## config.mk

```make
export PLATFORM = sky130hd
export DESIGN_NAME = rc4_task_sequencer
export DESIGN_NICKNAME = d
export VERILOG_FILES = /design/src/rtl/rc4_task_sequencer.sv
export SDC_FILE = /design/constraint.sdc
export NUM_CORES = 1
export LEC_CHECK = 0
export CAP_MARGIN = 25
export CORE_UTILIZATION = 54
export CTS_CLUSTER_SIZE = 24
export DETAILED_ROUTE_END_ITERATION = 10
export PLACE_DENSITY = 0.87
export SLEW_MARGIN = 20
export SYNTH_ARGS = -nofsm -noshare
export SYNTH_HDL_FRONTEND = slang
export SYNTH_SLANG_ARGS = --single-unit
```

## constraint.sdc

```tcl
create_clock -name clk -period 5.8 [get_ports clk]
set_input_delay 0.58 -clock clk [delete_from_list [all_inputs] [get_ports clk]]
set_output_delay 0.58 -clock clk [all_outputs]
set_load 0.01 [all_outputs]
```

## src/rtl/rc4_task_sequencer.sv

```systemverilog
// Top-level sequencer for the RC4 key search.
// It walks each candidate key through the init, shuffle and decode engines, then checks the result.
module rc4_task_sequencer #(
    parameter int                   KEY_WIDTH = 24,
    parameter logic [KEY_WIDTH-1:0] KEY_MAX   = 24'h3FFFFF
) (
    input  logic                 clk,
    input  logic                 reset,
    input  logic                 start,
    input  logic                 init_done,
    input  logic                 shuffle_done,
    input  logic                 decode_done,
    input  logic                 decode_valid,
    output logic                 init_start,
    output logic                 shuffle_start,
    output logic                 decode_start,
    output logic [1:0]           select_task,
    output logic [KEY_WIDTH-1:0] secret_key,
    output logic                 busy,
    output logic                 key_found,
    output logic                 key_fail
);

    typedef enum logic [3:0] {
        S_IDLE      = 4'd0,
        S_INIT_GO   = 4'd1,
        S_INIT_WAIT = 4'd2,
        S_SHUF_GO   = 4'd3,
        S_SHUF_WAIT = 4'd4,
        S_DEC_GO    = 4'd5,
        S_DEC_WAIT  = 4'd6,
        S_CHECK     = 4'd7,
        S_FOUND     = 4'd8,
        S_FAIL      = 4'd9
    } state_t;

    state_t               r_state;
    state_t               w_state_nxt;
    logic [KEY_WIDTH-1:0] r_key;
    logic [KEY_WIDTH-1:0] w_key_nxt;
    logic                 r_valid;
    logic                 w_valid_nxt;
    logic [1:0]           w_select;

    // State, key-under-test and latched plaintext verdict registers
    always_ff @(posedge clk) begin
        if (reset) begin
            r_state <= S_IDLE;
            r_key   <= {KEY_WIDTH{1'b0}};
            r_valid <= 1'b0;
        end else begin
            r_state <= w_state_nxt;
            r_key   <= w_key_nxt;
            r_valid <= w_valid_nxt;
        end
    end

    // Next-state, key advance and verdict latch
    always_comb begin
        w_state_nxt = r_state;
        w_key_nxt   = r_key;
        w_valid_nxt = r_valid;
        case (r_state)
            S_IDLE, S_FOUND, S_FAIL: begin
                if (start) begin
                    w_state_nxt = S_INIT_GO;
                    w_key_nxt   = {KEY_WIDTH{1'b0}};
                    w_valid_nxt = 1'b0;
                end else begin
                    w_state_nxt = r_state;
                end
            end
            S_INIT_GO: w_state_nxt = S_INIT_WAIT;
            S_INIT_WAIT: begin
                if (init_done) begin
                    w_state_nxt = S_SHUF_GO;
                end else begin
                    w_state_nxt = S_INIT_WAIT;
                end
            end
            S_SHUF_GO: w_state_nxt = S_SHUF_WAIT;
            S_SHUF_WAIT: begin
                if (shuffle_done) begin
                    w_state_nxt = S_DEC_GO;
                end else begin
                    w_state_nxt = S_SHUF_WAIT;
                end
            end
            S_DEC_GO: w_state_nxt = S_DEC_WAIT;
            S_DEC_WAIT: begin
                if (decode_done) begin
                    w_state_nxt = S_CHECK;
                    w_valid_nxt = decode_valid;
                end else begin
                    w_state_nxt = S_DEC_WAIT;
                end
            end
            S_CHECK: begin
                // The key is frozen at KEY_MAX on failure, so it never wraps to zero
                if (r_valid) begin
                    w_state_nxt = S_FOUND;
                end else if (r_key == KEY_MAX) begin
                    w_state_nxt = S_FAIL;
                end else begin
                    w_key_nxt   = r_key + {{(KEY_WIDTH-1){1'b0}}, 1'b1};
                    w_state_nxt = S_INIT_GO;
                end
            end
            default: w_state_nxt = S_IDLE;
        endcase
    end

    // S-memory owner decoded from the state register
    always_comb begin
        w_select = 2'b00;
        case (r_state)
            S_INIT_GO, S_INIT_WAIT: w_select = 2'b01;
            S_SHUF_GO, S_SHUF_WAIT: w_select = 2'b10;
            S_DEC_GO,  S_DEC_WAIT:  w_select = 2'b11;
            default:                w_select = 2'b00;
        endcase
    end

    assign select_task   = w_select;
    assign init_start    = (r_state == S_INIT_GO);
    assign shuffle_start = (r_state == S_SHUF_GO);
    assign decode_start  = (r_state == S_DEC_GO);
    assign secret_key    = r_key;
    assign key_found     = (r_state == S_FOUND);
    assign key_fail      = (r_state == S_FAIL);
    assign busy          = (r_state != S_IDLE) && (r_state != S_FOUND) && (r_state != S_FAIL);

endmodule
```

Word level (Yosys, flattened, before mapping)
Cells that the tools add are included.

operators by class
  add/subtract/negate cells = 1
  equal/unequal tests = 16
  mux-type cells = 15
  reductions and logical operators = 12

operators by type and width
  cell                                                                number
  24-bit two-way mux                                                  3
  24-bit case mux with 2 select lines                                 1
  4-bit case mux with 8 select lines                                  1
  24-bit by 1-bit adder with 24-bit output (second input constant)    1
  24-bit by 22-bit == test with 1-bit output (second input constant)  1
  4-bit by 3-bit == test with 1-bit output (second input constant)    4
  4-bit two-way mux                                                   3
  4-bit by 2-bit == test with 1-bit output (second input constant)    2
  4-bit == test (second input constant)                               2
  2-bit inequality test (second input constant)                       4
  4-bit inequality test (second input constant)                       2
  2-bit case mux with 3 select lines                                  1
  2-bit OR reduction                                                  3
  1-bit two-way mux                                                   5
  4-bit by 1-bit == test with 1-bit output (second input constant)    1
  4-bit zero test                                                     1
  4-bit AND reduction                                                 1
  2-bit nonzero test                                                  2
  4-bit nonzero test                                                  1
  3-bit AND reduction                                                 1
  3-bit OR reduction                                                  1
  1-bit logical AND                                                   2
  1-bit case mux with 2 select lines                                  1

word-level totals
  bits in registers = 29
  input bits = 7
  output and inout bits = 32

Longest topological paths before layout
Gate-level depths: netlist (run 1).

  depth in word-level cells = 4
  gate-level depth with buffers = 7
  gate-level depth less buffers = 6

Worst setup path after synthesis (run 1)
Ideal clock, no wire load.

  path type = register to register
  start point = register r_key[0], in the netlist secret_key[0]
  end point = register r_key[7], in the netlist secret_key[7]
  library setup time = 131 ps
  arrival = 1857 ps
  required time = 5669 ps
  slack = 3811 ps
  cell stages (with the launch flop) = 8
  clock period less this slack = 1989 ps
  cells stage by stage = dfxtp_1 > ha_1 > nand4_4 > nor4_4 > a2111oi_2 > buf_2 > a21oi_1 > a31oi_1

between the ends
  longest elaborated chain between the ends = 4
  elaborated cells between the ends (all ways) = 7

RTL lines
  item                                      line  RTL
  from (decl)                               39    logic [KEY_WIDTH-1:0] r_key;
  from (signal assigned)                    49    r_key <= {KEY_WIDTH{1'b0}};
  from (signal assigned)                    53    r_key <= w_key_nxt;
  24-bit by 1-bit adder with 24-bit output  105   w_key_nxt = r_key + {{(KEY_WIDTH-1){1'b0}}, 1'b1};
  24-bit two-way mux                        102   end else if (r_key == KEY_MAX) begin
  24-bit two-way mux                        100   if (r_valid) begin
  24-bit case mux with 2 select lines       63    case (r_state)

Several ways; a longest one is shown, not always the timed one. The select of a mux whose other input is x is not followed.
A chain may end at the register's enable or synchronous reset.

Final worst setup path (run 1)
  start point = register r_state[1]
  end point = output port key_found

between the ends
  longest elaborated chain between the ends = 1

RTL lines
  item                    line  RTL
  from (decl)             37    state_t r_state;
  from (signal assigned)  52    r_state <= w_state_nxt;
  4-bit == test           129   assign key_found = (r_state == S_FOUND);
  to (decl)               20    output logic key_found,

No other way between the ends.

==> results of run 1 <==
[cell type report]
class | instances | share of cell area [%]
Inverter | 3 | 0.515
Timing Repair Buffer | 39 | 17.7
Clock inverter | 1 | 1.37
Sequential cell | 29 | 26.6
Clock buffer | 7 | 2.52
Multi-Input combinational cell | 175 | 48.8
Tap cell | 44 | 2.52
[cells in the final DEF (no fill, tap or decap), types with 5 or more instances in the layout]
cell type	netlist	layout
clkdlybuf4s50_1	0	38
clkbuf_4	0	5
a31oi_1	13	13
a21oi_1	17	17
nor2_1	15	15
dfxtp_1	29	29
nand2b_1	6	6
nand3_1	23	23
nand3b_1	6	6
o21ai_0	8	8
nor3_1	11	11
nand2_1	24	24
[power by group]
part | switching, W | internal, W | total [W]
sequential | 0.0000221 | 0.000207 | 0.000229
clock | 0.0000718 | 0.000103 | 0.000175
combinational | 0.0000757 | 0.0000655 | 0.000141
[worst register-to-register path, delay by kind of cell, from the launching register on]
family          cells  cell delay (ns)
compound gates      2             0.53
fa+ha+maj           1             0.29
flops               1             0.43
simple gates        3             0.93
[state kept, by name, summed over array words and instances (netlist names)]
register	cells
r_valid	1
secret_key	24
r_state	4
[through the flow]
step / area [µm²] / utilization [%] / total power (W)
3_3_place_gp: 2100 / 69.4 / 0.000367
3_5_place_dp: 2100 / 69.4 / 0.000371
6_report: 2190 / 72.2 / 0.000545
2_1_floorplan: 1720 / - / 0.000317
5_1_grt: 2190 / 72.2 / 0.000570
4_1_cts: 2190 / 72.2 / 0.000547
[layer usage]
metal	part of all wire (%)	track usage (%)
met1	46	33.5
met2	49	42.0
met3	4.3	6.81
met4	1.4	10.9
met5	0	0
[logic make-up (layout without fill, tap and decap cells)]
kind of cell / count (synthesis) / count (layout)
and+or+nand+nor: 115 / 115
muxes: 2 / 2
adders and majority gates: 1 / 1
buffers and inverters: 12 / 50
DFF: 29 / 29
xor gates and xnor gates: 3 / 3
AOI/OAI and AO/OA: 54 / 54
[how the worst min path moves through the flow]
stage / from / end / slack, ns / depth (start not counted)
2_1_floorplan: secret_key[15] / secret_key[15] / 0.49 / 1
3_3_place_gp: secret_key[15] / secret_key[15] / 0.48 / 1
3_5_place_dp: secret_key[15] / secret_key[15] / 0.48 / 1
4_1_cts: secret_key[15] / secret_key[15] / 0.50 / 1
5_1_grt: secret_key[11] / secret_key[11] / 0.54 / 1
6_report: secret_key[15] / secret_key[15] / 0.50 / 1
==> results.yml, run 1 <==
synthesis:
  synth.area.mux_share_pct: 1.16
  seq_area_frac_synth_pct: 33.7
  yosys-top-cells-area: "dfxtp_1 34%, nand3_1 6.7%, nand2_1 5.2%"
  ys_types: 52
  synth_xor_area_share_pct: 1.53
  synth-simple-area-share_pct: 38.0
  syn_area_per_cell_um2: 7.96
  synth-compound-area-share_pct: 20.6
  synth-edff-count: 0
  yosysMostFrequentCell: "dfxtp_1"
  ys_ff_latch: 29
  yosysWarnings: 0
  synth_top_family_by_area: "simple AND/OR/NAND/NOR gates"
  syn_nets: 224
  synth-main-ff-cell: "dfxtp_1"
  netlist_area_mm2: 0.00172
  synth_common_cells: "29 x dfxtp_1, 24 x nand2_1, 23 x nand3_1, 17 x a21oi_1, 15 x nor2_1"
  synthCells: 216
  yosysTopAreaCellShare_pct: 33.7
  yosys.area.top_type: "dfxtp_1"
  synthArstFlopShare_pct: 0
  synthAdderAreaFrac_pct: 0.727
setup_path:
  crit_required_ns: 5.22
  critical_path_buf_inv_count: 1
  r2r_cells: 6
  cp_max_fo: 12
  cp_slowest_cell: "clkdlybuf4s50_1"
  crit_path_cell_trace: "nor2_1 -> nand2_1 -> nor2_1 -> clkdlybuf4s50_1"
  start_kind: "flop"
  path_depth: 4
  reg2reg_from: "secret_key[0]"
  startpoint: "r_state[1]"
  cpMostUsedCell: "nor2_1"
  cp.arrival_ns: 1.99
  end_kind: "primary output"
  rrSetupSlack_ns: 3.54
  path_class: "flop to primary output"
  path_delay_family: "simple AND/OR/NAND/NOR gates"
  slowest_delay_ns: 0.55
  r2r-end: "secret_key[20]"
  crit_end: "key_found"
floorplan:
  start_util_pct: 56.8
  num_rows: 20
  die_w_um: 58.4
  die_area_mm2: 0.00342
  core_mm2: 0.00303
  die_h_um: 58.4
  num_io_pins: 39
global_route:
  grtUsageTotal_pct: 26.2
  grt_max_degree: 18
  grt_overflow: 0
  antenna_found_initial: 0
  grt_pass1_vias: 1577
  grt_first_pass_wirelength_um: 6960
placement:
  dp.cells: 290
  gp_congestion: 0.802
  dpl.hpwl_um: 2920
  dpl_worst_slack_ns: 3.26
  port_buffers: 38
sta:
  setup_viol: 0
  hold_ws_ns: 0.497
  finClkSkew_ns: 0.00690
  layout_setup_ws_ns: 3.23
  slew_viol_final: 0
  fin_crit_sh_pct: 44.2
  setup_tns_ns: 0
  finalCriticalPeriod_ns: 2.57
  worst_slew_pin_slew_ns: 0.711
  fmax_mhz: 390
  finalHoldViolCount: 0
  rsz0062_at_grt: "false"
  relSlewSlack_pct: 52.4
min_path:
  hold_class: "flop to flop"
clock_tree:
  cts_buffer_depth: 2
  hold_buffers: 0
  insertion_delay_ns: 0.33
  path_clk_slew_ns: 0.09
  htree_levels: 2
  cts_root_buffer: "clkbuf_4"
  cts_sinks: 29
  cts-buffers-inserted: 5
  post-cts-setup-buffers: 0
  cts_resized: 0
  cts_tree: "yes"
detailed_routing:
  viasPerCell: 6.04
  final_antenna_net_count: 0
  wl_per_cell_um: 14.3
  wirelength_um: 4250
  vias: 1799
  dr.pass1.iters: 4
  drt_iter0_markers: 103
  drc: 0
final_layout:
  final_nets: 261
  multi_input_area_mm2: 0.00107
  layoutNonFillerInstCount: 298
  regArea_um2: 581
  diodes: 0
  drive_gt1_share_pct: 6.69
  synthToLayoutAreaGrowth_pct: 27.1
  fill_cells: 252
power:
  powerDensity_mw_per_mm2: 249
  p_leak_nw: 0.721
  vdd_drop_max_mv: 0.217
flow_run:
  cap_violations: 0
status:
  status: "completed"
Note: power is estimated with default switching activity, not from simulation.
==> run 2: changes to the inputs <==
- CORE_UTILIZATION: 54 -> 45
- PLACE_DENSITY: 0.87 -> 0.78
- clock period: 5.8 -> 2.2 ns (I/O delays scaled with it)
==> run 2 against run 1 <==
Setup slack got worse by 3.1 ns. Highest routed layer unchanged. Power rose to 2.6 times the previous value. Combinational power rose to 3.1 times the previous value.
==> results.yml, run 2 (synthesis gave the netlist of run 1 again) <==
sta:
  fmax_mhz: 489
  slew_viol_final: 0
  setup_viol: 0
  hold_ws_ns: 0.497
  finClkSkew_ns: 0.00405
  finalCriticalPeriod_ns: 2.04
  worst_slew_pin_slew_ns: 0.730
  fin_crit_sh_pct: 92.9
  relSlewSlack_pct: 51.2
  rsz0062_at_grt: "false"
  setup_tns_ns: 0
  finalHoldViolCount: 0
global_route:
  grtUsageTotal_pct: 23.9
  grt_first_pass_wirelength_um: 7650
  grt_max_degree: 17
  grt_pass1_vias: 1695
  antenna_found_initial: 0
  grt_overflow: 0
clock_tree:
  cts_sinks: 29
  cts_tree: "yes"
  path_clk_slew_ns: 0.06
  cts_buffer_depth: 2
  hold_buffers: 0
  cts-buffers-inserted: 5
  insertion_delay_ns: 0.29
  htree_levels: 2
  cts_root_buffer: "clkbuf_8"
power:
  powerDensity_mw_per_mm2: 615
  vdd_drop_max_mv: 0.586
  p_leak_nw: 0.808
floorplan:
  num_io_pins: 39
  die_h_um: 63.8
  start_util_pct: 47.0
  die_area_mm2: 0.00407
  die_w_um: 63.8
  core_mm2: 0.00366
  num_rows: 22
final_layout:
  final_nets: 279
  largest_register_ffs: 24
  mostFrequentLayoutCell: "clkdlybuf4s50_1"
  synthToLayoutAreaGrowth_pct: 35.2
  drive_gt1_share_pct: 12.9
  diodes: 0
  most-common-layout-cells: "38 x clkdlybuf4s50_1, 29 x dfxtp_1, 24 x nand2_1, 23 x nand3_1, 19 x buf_4"
min_path:
  hold_class: "flop to flop"
  holdCritStartpoint: "secret_key[14]"
  holdPathStages: 1
setup_path:
  path_class: "flop to flop"
  reg2reg_from: "r_state[0]"
  crit_required_ns: 2.41
  start_kind: "flop"
  startpoint: "r_state[0]"
  r2r_cells: 5
  end_kind: "flop"
  cp_max_fo: 16
  cp.arrival_ns: 2.25
placement:
  gp_congestion: 0.861
  port_buffers: 38
  dpl.hpwl_um: 3200
detailed_routing:
  drc: 0
  wirelength_um: 4470
  drt_iter0_markers: 150
  final_antenna_net_count: 0
  vias: 1832
  wl_per_cell_um: 14.0
  viasPerCell: 5.73
  dr.pass1.iters: 4
flow_run:
  cap_violations: 0
status:
  status: "completed"
## run 2: cell count changes in the layout (fill, tap and decap cells not counted), sizes merged
| cell | delta |
|---|---|
| buf | +18 |
| bufinv | -1 |
| clkbuf | +1 |
## run 2: per-layer routing
metal / up-vias / wire [µm] / global-route usage [%]
met4: 0 / 68 / 11.1
li1: 929 / - / -
met2: 41 / 2190 / 40.7
met1: 854 / 2060 / 29.2
met3: 8 / 152 / 3.93
met5: - / 0 / 0
## run 2: report_power, final
group | internal [W] | total, W | leakage (nW) | switching, W
logic | 0.000203 | 0.000444 | 0.535 | 0.000241
clock network | 0.000224 | 0.000425 | 0.0395 | 0.000201
registers | 0.000545 | 0.000562 | 0.234 | 0.0000166
## run 2: area by class of cell
| class | instances | area, µm² |
|---|---|---|
| inverter | 3 | 11.3 |
| tap | 48 | 60.1 |
| clock buffer | 8 | 80.1 |
| multi-input combinational | 175 | 1070 |
| sequential | 29 | 581 |
| fill | 351 | 1340 |
| timing repair buffer | 57 | 523 |
## run 2: stage by stage
stage / cell area, µm² / util [%] / std cells / total power [W] / setup WS, ns
global placement: 2220 / 60.6 / 309 / 0.00100 / 0.180
global route: 2330 / 63.5 / 320 / 0.00151 / 0.0247
detailed placement: 2220 / 60.6 / 309 / 0.00101 / 0.117
floorplan: 1720 / - / 216 / 0.000836 / 0.211
CTS: 2300 / 62.8 / 317 / 0.00142 / 0.0946
finish: 2330 / 63.5 / 320 / 0.00143 / 0.156
## run 2: final timing paths
path                                  endpoint  slack (ns)
worst max register to register   secret_key[8]        0.16
worst max-delay path             secret_key[8]        0.16
worst min register to register  secret_key[14]        0.50
worst min-delay path            secret_key[14]        0.50
## run 2: critical path, stage by stage (launching register included)
cell and delay [ns]:
dfxtp_1 0.44, and4b_1 0.37, nand2b_1 0.14, a21o_4 0.27
or4_2 0.54, a31oi_1 0.20
## run 2: repair_timing
action	CTS	global route
buffers inserted	0	3
endpoints found under the setup margin	0	3
gates resized for setup	0	2
==> run 3: changes to the inputs <==
- CELL_PAD_IN_SITES_DETAIL_PLACEMENT: unset -> 1
- CELL_PAD_IN_SITES_GLOBAL_PLACEMENT: unset -> 1
- CORE_UTILIZATION: 45 -> 33
- MAX_ROUTING_LAYER: unset -> met4
==> run 3 against run 2 <==
Clock power up 3%. Via count up 2.2%. Power up 1.3%. Count of clock-buffer cells in the layout down 2.
==> results.yml, run 3 (synthesis gave the netlist of run 1 again) <==
detailed_routing:
  dr.pass1.iters: 4
  wl_per_cell_um: 15.3
  drc: 0
  wirelength_um: 5210
  final_antenna_net_count: 0
  viasPerCell: 5.51
  drt_iter0_markers: 91
  vias: 1872
final_layout:
  layoutNonFillerInstCount: 340
  multi_input_area_mm2: 0.00108
  synthToLayoutAreaGrowth_pct: 37.5
  largest_register_ffs: 24
  mostFrequentLayoutCell: "clkdlybuf4s50_1"
  final_nets: 280
  drive_gt1_share_pct: 13.6
  fill_cells: 620
  most-common-layout-cells: "38 x clkdlybuf4s50_1, 29 x dfxtp_1, 24 x nand2_1, 23 x nand3_1, 20 x buf_4"
  regArea_um2: 581
  diodes: 0
global_route:
  antenna_found_initial: 0
  grtUsageTotal_pct: 21.8
  grt_max_degree: 17
  grt_overflow: 0
  grt_first_pass_wirelength_um: 8670
  grt_pass1_vias: 1789
status:
  status: "completed"
sta:
  rsz0062_at_grt: "false"
  fmax_mhz: 488
  slew_viol_final: 0
  finClkSkew_ns: 0.00970
  fin_crit_sh_pct: 93.1
  finalCriticalPeriod_ns: 2.05
  finalHoldViolCount: 0
  setup_tns_ns: 0
  setup_viol: 0
  worst_slew_pin_slew_ns: 0.488
  relSlewSlack_pct: 66.6
  layout_setup_ws_ns: 0.151
  hold_ws_ns: 0.495
clock_tree:
  cts_resized: 0
  cts_sinks: 29
  htree_levels: 2
  hold_buffers: 0
  path_clk_slew_ns: 0.06
  cts_tree: "yes"
  post-cts-setup-buffers: 0
  insertion_delay_ns: 0.29
  cts-buffers-inserted: 5
  cts_root_buffer: "clkbuf_8"
  cts_buffer_depth: 2
power:
  p_leak_nw: 0.820
  total_power_w: 0.00145
  vdd_drop_max_mv: 0.423
  powerDensity_mw_per_mm2: 613
min_path:
  hold_class: "input port to flop"
  holdCritStartpoint: "decode_valid"
setup_path:
  crit_end: "decode_start"
  path_class: "flop to primary output"
  start_kind: "flop"
  cp.arrival_ns: 1.83
  cp_slowest_cell: "clkdlybuf4s50_1"
  end_kind: "primary output"
  reg2reg_from: "secret_key[7]"
  crit_path_cell_trace: "buf_4 -> nand2b_1 -> nor3b_1 -> clkdlybuf4s50_1"
  critical_path_buf_inv_count: 2
  path_depth: 4
  r2r_cells: 6
  slowest_delay_ns: 0.56
  r2r-end: "secret_key[18]"
  cp_max_fo: 9
  startpoint: "r_state[3]"
  path_delay_family: "buffers and inverters"
  rrSetupSlack_ns: 0.21
  crit_required_ns: 1.98
placement:
  gp_congestion: 0.804
  dp.cells: 332
  dpl_worst_slack_ns: 0.122
  port_buffers: 38
  dpl.hpwl_um: 3830
floorplan:
  start_util_pct: 35.3
  die_area_mm2: 0.00551
  core_mm2: 0.00488
  die_h_um: 74.2
  die_w_um: 74.2
  num_io_pins: 39
  num_rows: 25
flow_run:
  cap_violations: 0
## run 3: stage by stage
stage	util [%]	instance area, µm²
floorplan	-	1720
global placement	46.6	2270
detailed placement	46.6	2270
CTS	48.3	2350
global route	48.5	2370
finish	48.5	2370
## run 3: routing by layer
metal | share of wire, % | vias to the layer above | GRT usage [%]
li1 | - | 924 | -
met1 | 48 | 903 | 27.3
met2 | 47 | 39 | 34.5
met3 | 3.5 | 6 | 4.07
met4 | 1.7 | 0 | 8.33
met5 | 0 | - | -
## run 3: power by group
part | internal [W] | total [W] | switching (W)
clock | 0.000219 | 0.000438 | 0.000219
combinational | 0.000199 | 0.000439 | 0.000240
sequential | 0.000545 | 0.000573 | 0.0000275
## run 3: cell type report
type                            count  share of cell area, %
Inverter                            3                  0.476
Multi-Input combinational cell    175                   45.5
Clock inverter                      2                  0.423
Clock buffer                        6                   3.07
Timing Repair Buffer               58                   22.4
Sequential cell                    29                   24.5
Tap cell                           67                   3.54
## run 3: worst min-delay path by stage
stage / end / slack (ns) / cells past startpoint
6_report: r_valid / 0.49 / 3
5_1_grt: secret_key[15] / 0.54 / 1
4_1_cts: r_valid / 0.49 / 3
3_5_place_dp: secret_key[15] / 0.49 / 1
3_3_place_gp: secret_key[19] / 0.48 / 1
2_1_floorplan: r_valid / 0.37 / 2
## run 3: worst reg2reg max path, cell delays in order (launching register included)
cell     delay (ns)
dfxtp_1        0.42
nand3_1        0.27
nor4_4         0.49
buf_4          0.21
nand3_1        0.09
or3b_1         0.38
nand3_1        0.08
